### src/rtl/imem_loader.sv
// ---------------------------------------------------------------------------
// imem_loader
//
// Purpose:
//   Writer side of the instruction memory. Receives a framed byte stream from
//   the host/debug link, assembles little-endian 32-bit words, writes them into
//   the instruction memory write port and finally releases the core from reset
//   once the whole image has arrived with a correct checksum.
//
//   Frame: 4-byte word count L (little-endian), 4*L payload bytes (each word
//   little-endian), one checksum byte = XOR of all payload bytes.
//
// Ports:
//   clk          in   system clock
//   rst_n        in   asynchronous active-low reset
//   s_valid      in   host byte valid
//   s_ready      out  loader accepts a byte (combinational from state)
//   s_data       in   host byte
//   load_req     in   single-cycle pulse, restarts a load from DONE or ERR
//   wr           out  memory write enable, 2'b11 word write, 2'b00 idle
//   wr_addr      out  memory byte address
//   wr_data      out  memory write word
//   core_rst_n   out  active-low core reset, high only in DONE
//   busy         out  high while a frame is being received
//   done         out  high once the image is loaded and verified
//   err          out  high after an oversize length or bad checksum
//   words_loaded out  number of words written in the current load
// ---------------------------------------------------------------------------
module imem_loader #(
    parameter int          MEM_WORDS = 64,
    parameter logic [31:0] BASE_ADDR = 32'h0
) (
    input  logic        clk,
    input  logic        rst_n,
    input  logic        s_valid,
    output logic        s_ready,
    input  logic [7:0]  s_data,
    input  logic        load_req,
    output logic [1:0]  wr,
    output logic [31:0] wr_addr,
    output logic [31:0] wr_data,
    output logic        core_rst_n,
    output logic        busy,
    output logic        done,
    output logic        err,
    output logic [15:0] words_loaded
);

    localparam logic [31:0] MEM_WORDS_L = 32'(MEM_WORDS);

    typedef enum logic [2:0] {
        ST_LEN,
        ST_DATA,
        ST_CSUM,
        ST_DONE,
        ST_ERR
    } state_t;

    state_t      state_q,        state_d;
    logic [1:0]  byte_cnt_q,     byte_cnt_d;
    logic [31:0] len_q,          len_d;
    logic [31:0] word_q,         word_d;
    logic [7:0]  csum_q,         csum_d;
    logic [15:0] idx_q,          idx_d;
    logic [1:0]  wr_q,           wr_d;
    logic [31:0] wr_addr_q,      wr_addr_d;
    logic [31:0] wr_data_q,      wr_data_d;
    logic        core_rst_n_q,   core_rst_n_d;
    logic        busy_q,         busy_d;
    logic        done_q,         done_d;
    logic        err_q,          err_d;
    logic [15:0] words_loaded_q, words_loaded_d;

    logic        accept;
    logic [31:0] len_next;
    logic [31:0] word_next;
    logic [31:0] idx_ext;

    // The host may only push bytes while a frame is in progress; there is no
    // other source of backpressure.
    assign s_ready = (state_q == ST_LEN) || (state_q == ST_DATA) || (state_q == ST_CSUM);
    assign accept  = s_valid && s_ready;

    // Bytes arrive least-significant first, so shifting each new byte in at
    // the top leaves {b3,b2,b1,b0} after four bytes.
    assign len_next  = {s_data, len_q[31:8]};
    assign word_next = {s_data, word_q[31:8]};
    assign idx_ext   = {16'd0, idx_q};

    always_comb begin
        state_d        = state_q;
        byte_cnt_d     = byte_cnt_q;
        len_d          = len_q;
        word_d         = word_q;
        csum_d         = csum_q;
        idx_d          = idx_q;
        wr_d           = 2'b00;
        wr_addr_d      = wr_addr_q;
        wr_data_d      = wr_data_q;
        words_loaded_d = words_loaded_q;

        case (state_q)
            ST_LEN: begin
                if (accept) begin
                    len_d      = len_next;
                    byte_cnt_d = byte_cnt_q + 2'd1;
                    if (byte_cnt_q == 2'd3) begin
                        if (len_next > MEM_WORDS_L) begin
                            state_d = ST_ERR;
                        end else if (len_next == 32'd0) begin
                            state_d = ST_CSUM;
                        end else begin
                            state_d = ST_DATA;
                            idx_d   = 16'd0;
                        end
                    end
                end
            end

            ST_DATA: begin
                if (accept) begin
                    word_d     = word_next;
                    csum_d     = csum_q ^ s_data;
                    byte_cnt_d = byte_cnt_q + 2'd1;
                    if (byte_cnt_q == 2'd3) begin
                        // Address arithmetic deliberately wraps at 2^32.
                        wr_d           = 2'b11;
                        wr_addr_d      = BASE_ADDR + {14'd0, idx_q, 2'b00};
                        wr_data_d      = word_next;
                        words_loaded_d = words_loaded_q + 16'd1;
                        idx_d          = idx_q + 16'd1;
                        // The last write is registered in this same cycle, so
                        // it is on the bus before the checksum byte can land.
                        if (idx_ext + 32'd1 == len_q) begin
                            state_d = ST_CSUM;
                        end
                    end
                end
            end

            ST_CSUM: begin
                if (accept) begin
                    state_d = (s_data == csum_q) ? ST_DONE : ST_ERR;
                end
            end

            ST_DONE, ST_ERR: begin
                if (load_req) begin
                    state_d        = ST_LEN;
                    byte_cnt_d     = 2'd0;
                    len_d          = 32'd0;
                    csum_d         = 8'd0;
                    idx_d          = 16'd0;
                    words_loaded_d = 16'd0;
                end
            end

            default: begin
                state_d = ST_LEN;
            end
        endcase

        // Status outputs are derived from the next state so that they change
        // together with the state register.
        core_rst_n_d = (state_d == ST_DONE);
        busy_d       = (state_d == ST_LEN) || (state_d == ST_DATA) || (state_d == ST_CSUM);
        done_d       = (state_d == ST_DONE);
        err_d        = (state_d == ST_ERR);
    end

    always_ff @(posedge clk or negedge rst_n) begin
        if (!rst_n) begin
            state_q        <= ST_LEN;
            byte_cnt_q     <= 2'd0;
            len_q          <= 32'd0;
            word_q         <= 32'd0;
            csum_q         <= 8'd0;
            idx_q          <= 16'd0;
            wr_q           <= 2'b00;
            wr_addr_q      <= 32'd0;
            wr_data_q      <= 32'd0;
            core_rst_n_q   <= 1'b0;
            busy_q         <= 1'b1;
            done_q         <= 1'b0;
            err_q          <= 1'b0;
            words_loaded_q <= 16'd0;
        end else begin
            state_q        <= state_d;
            byte_cnt_q     <= byte_cnt_d;
            len_q          <= len_d;
            word_q         <= word_d;
            csum_q         <= csum_d;
            idx_q          <= idx_d;
            wr_q           <= wr_d;
            wr_addr_q      <= wr_addr_d;
            wr_data_q      <= wr_data_d;
            core_rst_n_q   <= core_rst_n_d;
            busy_q         <= busy_d;
            done_q         <= done_d;
            err_q          <= err_d;
            words_loaded_q <= words_loaded_d;
        end
    end

    assign wr           = wr_q;
    assign wr_addr      = wr_addr_q;
    assign wr_data      = wr_data_q;
    assign core_rst_n   = core_rst_n_q;
    assign busy         = busy_q;
    assign done         = done_q;
    assign err          = err_q;
    assign words_loaded = words_loaded_q;

endmodule
### config.mk
export PLATFORM = sky130hd
export DESIGN_NAME = imem_loader
export DESIGN_NICKNAME = d
export VERILOG_FILES = /design/src/rtl/imem_loader.sv
export SDC_FILE = /design/constraint.sdc
export NUM_CORES = 1
export LEC_CHECK = 0
export ABC_AREA = 1
export CELL_PAD_IN_SITES_DETAIL_PLACEMENT = 0
export CELL_PAD_IN_SITES_GLOBAL_PLACEMENT = 1
export CORE_MARGIN = 1
export CORE_UTILIZATION = 31
export DETAILED_ROUTE_END_ITERATION = 7
export GPL_TIMING_DRIVEN = 0
export HOLD_SLACK_MARGIN = 0.1
export PLACE_DENSITY_LB_ADDON = 0.1
export SLEW_MARGIN = 20
export SYNTH_ARGS = -nofsm -noshare
export SYNTH_HDL_FRONTEND = slang
export SYNTH_SLANG_ARGS = --single-unit
### constraint.sdc
create_clock -name clk -period 2.9 [get_ports clk]
set_clock_uncertainty 0.1 [all_clocks]
set_input_delay 0.725 -clock clk [delete_from_list [all_inputs] [get_ports clk]]
set_output_delay 0.725 -clock clk [all_outputs]
set_load 0.05 [all_outputs]
======== After elaboration in Yosys (flattened, before gate mapping) ========
Index checks and enable logic that the tools add are counted.
word-level totals
  memory bits (writable) .................. 0
  ROM bits ................................ 0
  bits in latches ......................... 0
  memories kept ........................... 0
  output and inout port bits .............. 87
  register bits after elaboration ......... 162
cells by class
  bitwise logic cells ..................... 1
  multiply operators ...................... 0
  reductions and logical operators ........ 21
  $add $sub $neg .......................... 4
  shift operators ......................... 0
  equality and inequality tests ........... 19
  muxes and demuxes ....................... 34
  div/mod/pow operators ................... 0
  $lt $le $gt $ge ......................... 1
operators with widths
  operator                 number
  $mux W16                 9
  $mux W32                 2
  $pmux W32 S2             1
  $pmux W16 S3             1
  $add A16 B1 Y16 const B  2
  $eq A17 B32 Y1           1
  $gt A32 B7 Y1 const B    1
  $logic_not A32 Y1        1
  $pmux W16 S2             1
  $mux W3                  9
  $add A16 B1 Y17 const B  1
  $mux W8                  2
  $pmux W8 S2              1
  $eq A3 B2 Y1 const B     4
  $mux W2                  6
  $pmux W3 S4              1
  $reduce_and A3 Y1        4
  $ne A2 B2 Y1 const B     5
  $eq A8 B8 Y1             1
  $reduce_and A8 Y1        1
  $xor A8 B8 Y8            1
  $eq A3 B1 Y1 const B     2
  $eq A3 B3 Y1 const B     2
  $logic_not A3 Y1         2
  11 further kinds         19

======== Logic depth before layout (Yosys ltp) ========
Gate-level depths: netlist (run 1).
  depth in word-level cells ............... 9
  gate-level depth with buffers ........... 15
  gate-level depth less buffers ........... 15

======== Worst setup path after synthesis (run 1) ========
No wires, ideal clock.
  kind .................................... reg-to-reg
  start point ............................. register state_q[2]
  end point ............................... register state_q[0]
  arrival ................................. 2059 ps
  stages on the path, launching flop included .. 11
  slack ................................... 623 ps
  path buffers ............................ 0
  cells stage by stage .................... dfrtp_1 a21oi_1 nand2_1 nor2_1 nand3_1 nor2_1 nand2_1 nor2_1 nand3_1 nand2_1 nand2_1
between the ends
  word-level cells in the longest chain between the ends .. 6
  elaborated cells on any way between the ends .. 13
  classes of those cells .................. 4 x eq/ne; 4 x mux; 5 x reduce/logical
ends and longest elaborated chain
  what                                              line           text
  start: declaration                                59             state_t state_q, state_d;
  start signal: assignment                          188            state_q <= state_d;
  $eq A3 B1 Y1 or $logic_not A3 Y1 (tied branches)  81             assign s_ready = (state_q == ST_LEN) || (state_q == ST_DATA) || (state_q == ST_CSUM);
  $logic_or A1 B1 Y1                                81
  $logic_or A1 B1 Y1 (*)                            81
  named net s_ready                                 36             output logic s_ready,
  $logic_and A1 B1 Y1 (*)                           82             assign accept = s_valid && s_ready;
  $mux W3 (on tied branches)                        142, 104, 121
  $pmux W3 S4 (*)                                   102            case (state_q)
  named net state_d[0]                              59
Mark *: on every way through the listed nets, which the timed path passes. The rest lies on a longest branch.
A chain may end at the register's enable or synchronous reset.

======== Worst setup path after layout (run 1) ========
  start point ............................. register state_q[2]
  end point ............................... output port s_ready
between the ends
  word-level cells in the longest chain between the ends .. 3
  elaborated cells on any way between the ends .. 5
  classes of those cells .................. 2 x eq/ne; 3 x reduce/logical
ends and longest elaborated chain
  what                                              line
  $eq A3 B1 Y1 or $logic_not A3 Y1 (tied branches)  81
  $logic_or A1 B1 Y1                                81
  $logic_or A1 B1 Y1 (*)                            81
  end: declaration                                  36
Every way passes the cells marked *; elsewhere a longest branch is shown, timed or not.

==> metrics.md, run 1 <==
| Metric | Value |
|---|---|
| Antenna viol nets, final | 0 |
| Min-delay worst type | in -> async |
| Routed wire length | 22.4 mm |
| Reg2reg setup slack | 0.42 ns |
| Status | complete, no violations |
| Path type of the worst setup path | reg -> out |
| # diodes | 0 |
| Crit Path Max Fanout | 7 |
| Number of I/O port buffers | 82 |
| Largest net degree at the start of global routing | 87 |
| H-tree depth | 4 |
| Design area | 9620 um^2 |
| Dpl hpwl | 16.8 mm |
| Std-Cell Rows | 57 |
| Drt pass-1 iters | 5 |
| RD Place Congestion | 0.794 |
| Boundary Pins | 99 |
| Number of CTS-inserted buffers | 17 |
| Most frequent cells in the layout | 263 x nand2_1, 152 x dfrtp_1, 104 x inv_1 |
| Worst EP arrival | 1.95 ns |
| Hold buffers post-CTS | 0 |
| First-pass GRT wire length | 36.0 mm |
| Synth-to-Final Area Change | 24.6% |
| # DRC | 0 |
| Comb power frac | 30.9% |
| Syn_area_per_cell | 8.02 um^2 |
| Setup violations, final | 0 |
| Net Sw Frac | 39.3% |
| Fmax | 361 MHz |
| Clock-pin slew on the worst setup and hold paths | 0.08 ns |
| Drt initial violations | 357 |
| Clk_lat worst skew | 0.43 ns |
| Pleak | 4.34 nW |
| Int Pwr | 4.35 mW |
| Post-placement cell area | 9030 um^2 |
| Most common cell after layout, fill and taps aside | nand2_1 |
| Clock power frac | 31.1% |
| Final slew viol count | 0 |
| Die Area | 25500 um^2 |
| Synth top area share | 49.3% |
| Core area | 24400 um^2 |
| R2R depth | 13 |
| Register area share after synthesis | 49.6% |
| VDD IR max | 0.362 mV |
| Syn Std Cell Area | 7720 um^2 |
| Area leader, netlist | dfrtp_1 |
| Chip Height | 160 um |
| Vias per Instance | 4.59 |
| Worst Setup EP | s_ready |
| Pwr/cell area | 745 nW/um^2 |
| Total power | 7.17 mW |
| Syn. warnings | 0 |
| CP Capture Type | primary output |
| Fin crit share | 95.6% |
| Starting Density | 31.6% |
| Sequential power share | 38.0% |
| Max clock buf depth | 2 |
| Vias in the first global route | 6328 |
| Post-synthesis cell count | 962 |
| Grt ovf | 0 |
| Cell variety after synth | 41 |
| Least-Margin Pin Slew | 0.715 ns |
| Initial antenna violation count | 0 |
| Critical R2R Capture | state_q[1] |
| Critical Path Start | state_q[2] |
| Max-Cap Viols | 0 |
| Routed vias | 6501 |
| Worst Setup Start Kind | flop |
| Critical Path RT | 2.08 ns |
| #FFs+latches synth | 153 |
| Fraction of layout cells with a size suffix above 1 | 9.71% |
| Nets | 1094 |
| Switching Power | 2.81 mW |
| Launch point of the worst reg-to-reg path | idx_q[0] |
| CTS tree | yes |
| Drt wl/cell | 15.8 um |
| Die X | 160 um |
| Tmin final | 2.77 ns |
| Top area cells in the synthesized netlist | dfrtp_1 49%, nand2_1 13%, nand3_1 6.6% |
| GR Util All Layers | 18.3% |
| Final Hold Vio Count | 0 |
| Root Driver | clkbuf_16 |
| Rel. slew slack | 52.3% |
| RSZ-0062 raised after global routing | no |
| TritonCTS Sinks | 153 |
-- metrics by stage --
stage | setup TNS (ns) | hold slack [ns] | cells | worst slack (ns) | utilization (%)
floorplan | 0 | 0.329 | 977 | 0.623 | -
global placement | -886.31 | 0.355 | 1383 | -5.80 | 36.9
detailed placement | -2.21 | 0.358 | 1384 | -0.234 | 37.0
CTS | 0 | 0.150 | 1416 | 0.0839 | 39.4
global route | 0 | 0.171 | 1416 | 0.0548 | 39.4
finish | 0 | 0.131 | 1416 | 0.127 | 39.4
-- power groups by stage --
| stage | clock network (mW) | registers (mW) | logic (mW) |
|---|---|---|---|
| 6_report | 2.23 | 2.73 | 2.21 |
| 3_3_place_gp | 0 | 2.76 | 2.24 |
| 5_1_grt | 2.37 | 2.77 | 2.50 |
| 2_1_floorplan | 0 | 2.87 | 1.44 |
| 4_1_cts | 2.29 | 2.73 | 2.25 |
| 3_5_place_dp | 0 | 2.77 | 2.24 |
-- cells by family (layout without fill, tap and decap cells) --
family | after synthesis | after routing | share of synthesized area [%]
AOI/OAI and AO/OA | 141 | 141 | 10.9
xor gates and xnor gates | 18 | 18 | 2.04
adders and majority gates | 3 | 3 | 0.487
buffers and inverters | 163 | 278 | 9.76
DFF | 153 | 153 | 49.6
muxes | 4 | 4 | 0.584
other | 1 | 16 | 0.0486
and+or+nand+nor | 479 | 479 | 26.6
-- layer usage --
metal / vias to the layer above / routed length (um) / global-route usage (%) / share of wire [%]
li1: 3306 / - / - / -
met3: 19 / 666 / 2.65 / 3.0
met2: 105 / 10600 / 29.7 / 47
met1: 3071 / 10900 / 25.4 / 49
met4: 0 / 210 / 4.81 / 0.94
met5: - / 0 / 0 / 0
-- cells in the mapped netlist --
| cell type | number |
|---|---|
| nor2_8 | 1 |
| nand3_1 | 101 |
| buf_4 | 19 |
| nand4_1 | 18 |
| dfrtp_1 | 152 |
| xnor2_1 | 8 |
| inv_1 | 104 |
| nand2_2 | 3 |
| clkbuf_1 | 11 |
| nand3b_1 | 1 |
| mux2_2 | 4 |
| dfstp_2 | 1 |
| o21ai_2 | 1 |
| nor3_2 | 1 |
| conb_1 | 1 |
| a21oi_4 | 1 |
| nand4_4 | 1 |
| a21oi_1 | 7 |
| inv_2 | 7 |
| ha_1 | 3 |
| buf_6 | 6 |
| a21oi_2 | 1 |
| buf_1 | 5 |
| o22ai_4 | 1 |
| nor2_1 | 70 |
| xor2_1 | 10 |
| a31oi_1 | 1 |
| o21a_1 | 3 |
| nor3_1 | 17 |
| nor2_2 | 2 |
| o31ai_2 | 9 |
| o21ai_1 | 25 |
| buf_8 | 1 |
| and2_1 | 1 |
| o21ai_0 | 88 |
| inv_4 | 1 |
| buf_2 | 9 |
| o22ai_2 | 1 |
| o211ai_1 | 2 |
| o21ai_4 | 1 |
| nand2_1 | 263 |
-- layout make-up --
type / count / area, um^2
Clock buffer: 17 / 425
Inverter: 112 / 423
Sequential cell: 153 / 3830
Multi-Input combinational cell: 661 / 3190
Timing Repair Buffer: 83 / 853
Buffer: 51 / 330
Clock inverter: 15 / 159
Tap cell: 324 / 405
Fill cell: 2610 / 14800
-- worst min-delay path by stage --
stage	start	to	slack [ns]	cells after the start
6_report	rst_n	wr_data[5]	0.13	1
5_1_grt	rst_n	word_q[14]	0.17	1
4_1_cts	rst_n	wr_data[5]	0.15	1
3_5_place_dp	wr_data[7]	wr_data[7]	0.36	2
3_3_place_gp	wr_data[1]	wr_data[1]	0.35	2
2_1_floorplan	rst_n	byte_cnt_q[0]	0.33	0
-- repair_timing --
action,4_1_cts,5_1_grt
resized for setup,0,1
setup endpoints to repair,0,1
buffers inserted,0,0
-- registers in the layout, indices dropped and copies added (netlist names) --
signal and cells:
state_q 3, idx_q 16, done 1, word_q 24, wr_data 32, csum_q 8
err 1, wr_addr 16, byte_cnt_q 2, busy 1, len_q 32, words_loaded 16
wr 1
-- worst max-delay path: stages, from the launching register on --
cell and delay, ns:
dfrtp_1 0.47, a21oi_1 0.22, clkdlybuf4s50_1 0.83
No activity file was read; power rests on OpenSTA's default activity.
==> run 2, diff against run 1 <==
- CORE_UTILIZATION: 31 -> 45
- MAX_ROUTING_LAYER: unset -> met4
==> run 2 against run 1 <==
Against the previous run: utilization grew 18 points; die area shrank 31%; final cell count shrank 7.6%; sequential cell count is the same; worst hold slack is essentially flat; critical path depth is the same; register-to-register slack is essentially flat.
==> metrics.md, run 2 (synthesized netlist as in run 1, its figures left out) <==
| Metric | Value |
|---|---|
| R2R depth | 12 |
| Most frequent cells in the layout | 263 x nand2_1, 152 x dfrtp_1, 104 x inv_1 |
| Max-Cap Viols | 0 |
| Routed vias | 6598 |
| H-tree depth | 4 |
| Clock-pin slew on the worst setup and hold paths | 0.06 ns |
| Dpl hpwl | 14.9 mm |
| Setup Total Neg Slack | 0 ns |
| Starting Density | 46.4% |
| Core area | 16600 um^2 |
| WHS | 0.132 ns |
| Buffer count from post-CTS setup fixing | 0 |
| Fraction of layout cells with a size suffix above 1 | 9.37% |
| # diodes | 0 |
| Most Crowded Layer GR | met2 |
| RSZ-0062 raised after global routing | no |
| Drt pass-1 iters | 6 |
| Worst EP arrival | 1.90 ns |
| Met3 GRT Util | 4.10% |
| Clk_lat worst skew | 0.42 ns |
| First-pass GRT wire length | 32.8 mm |
| Root Driver | clkbuf_16 |
| M2 GR Usage | 35.9% |
| Hold buffers post-CTS | 0 |
| Post-Place Worst Slack | -0.241 ns |
| Launch point of the worst reg-to-reg path | idx_q[0] |
| Setup violations, final | 0 |
| Routed wire length | 20.1 mm |
| Largest net degree at the start of global routing | 92 |
| Least-Margin Pin Slew | 0.675 ns |
| Status | complete, no violations |
| Critical Path RT | 2.08 ns |
| Number of CTS-inserted buffers | 17 |
| Layout Utilization | 57.2% |
| # DRC | 0 |
| Grt ovf | 0 |
| Fmax | 367 MHz |
| Drt initial violations | 428 |
| Pleak | 4.36 nW |
| Vias in the first global route | 6228 |
| Die Area | 17700 um^2 |
| Boundary Pins | 99 |
| Critical Path Start | state_q[2] |
| Std-Cell Rows | 47 |
| Total power | 7.29 mW |
| Critical R2R Capture | state_q[0] |
| Most common cell after layout, fill and taps aside | nand2_1 |
| Tmin final | 2.72 ns |
| Vias per Instance | 5.04 |
| Layout fillers | 1610 |
| VDD IR max | 0.430 mV |
| Final Hold Vio Count | 0 |
| RD Place Congestion | 0.918 |
| Gates resized, CTS repair | 0 |
| Crit Path Max Fanout | 7 |
| Path type of the worst setup path | reg -> out |
| Min-delay worst type | in -> async |
| Antenna viol nets, final | 0 |
| CP Capture Type | primary output |
| CTS tree | yes |
| Number of I/O port buffers | 82 |
| Nets | 1094 |
| Drt wl/cell | 15.3 um |
| Setup slack after layout | 0.177 ns |
| Reg2reg setup slack | 0.42 ns |
| Worst Setup Start Kind | flop |
| Final slew viol count | 0 |
| GR met1 Demand/Resource | 34.8% |
| Max clock buf depth | 2 |
| Synth-to-Final Area Change | 23.4% |
| Pwr/cell area | 766 nW/um^2 |
| Initial antenna violation count | 0 |
| Fin crit share | 93.9% |
| TritonCTS Sinks | 153 |
| Rel. slew slack | 55.0% |
| Chip Height | 133 um |
| GR Util All Layers | 24.8% |
| Die X | 133 um |
## run 2: cell count changes in the layout (fill, tap and decap cells not counted), sizes merged
cell and delta:
inv -8, bufinv +4, clkinv +1, clkinvlp -2, clkbuf +2
## run 2: per-layer routing
layer | wire length (um) | share of wire (%)
met1 | 9740 | 48
met2 | 8950 | 45
met3 | 884 | 4.4
met4 | 509 | 2.5
met5 | 0 | 0
## run 2: area by class of cell
class / count / area [um^2] / share of cell area, %
timing repair buffer: 83 / 853 / 8.96
tap: 220 / 275 / 2.89
buffer: 51 / 330 / 3.47
clock buffer: 19 / 443 / 4.65
inverter: 112 / 423 / 4.44
clock inverter: 10 / 170 / 1.79
multi-input combinational: 661 / 3190 / 33.6
sequential: 153 / 3830 / 40.2
## run 2: worst max-delay path by stage
stage                 endpoint  cells past startpoint
floorplan           state_q[0]                     10
global placement     len_q[18]                      1
detailed placement   idx_q[14]                     11
CTS                    s_ready                      2
global route           s_ready                      2
finish                 s_ready                      2
## run 2: per-stage QoR
stage,instances,cell area [um^2]
global placement,1279,8870
floorplan,977,7770
global route,1309,9520
finish,1309,9520
CTS,1309,9510
detailed placement,1280,8900
## run 2: worst max-delay path, stage by stage, from the launching register on
cell	delay (ns)
dfrtp_1	0.46
a21oi_1	0.19
clkdlybuf4s50_1	0.83
## run 2: where the power goes
part | total (mW) | leakage [nW] | internal (mW) | switching (mW)
Clock | 2.33 | 0.292 | 1.45 | 0.871
Combinational | 2.24 | 1.99 | 0.737 | 1.51
Sequential | 2.72 | 2.08 | 2.46 | 0.258
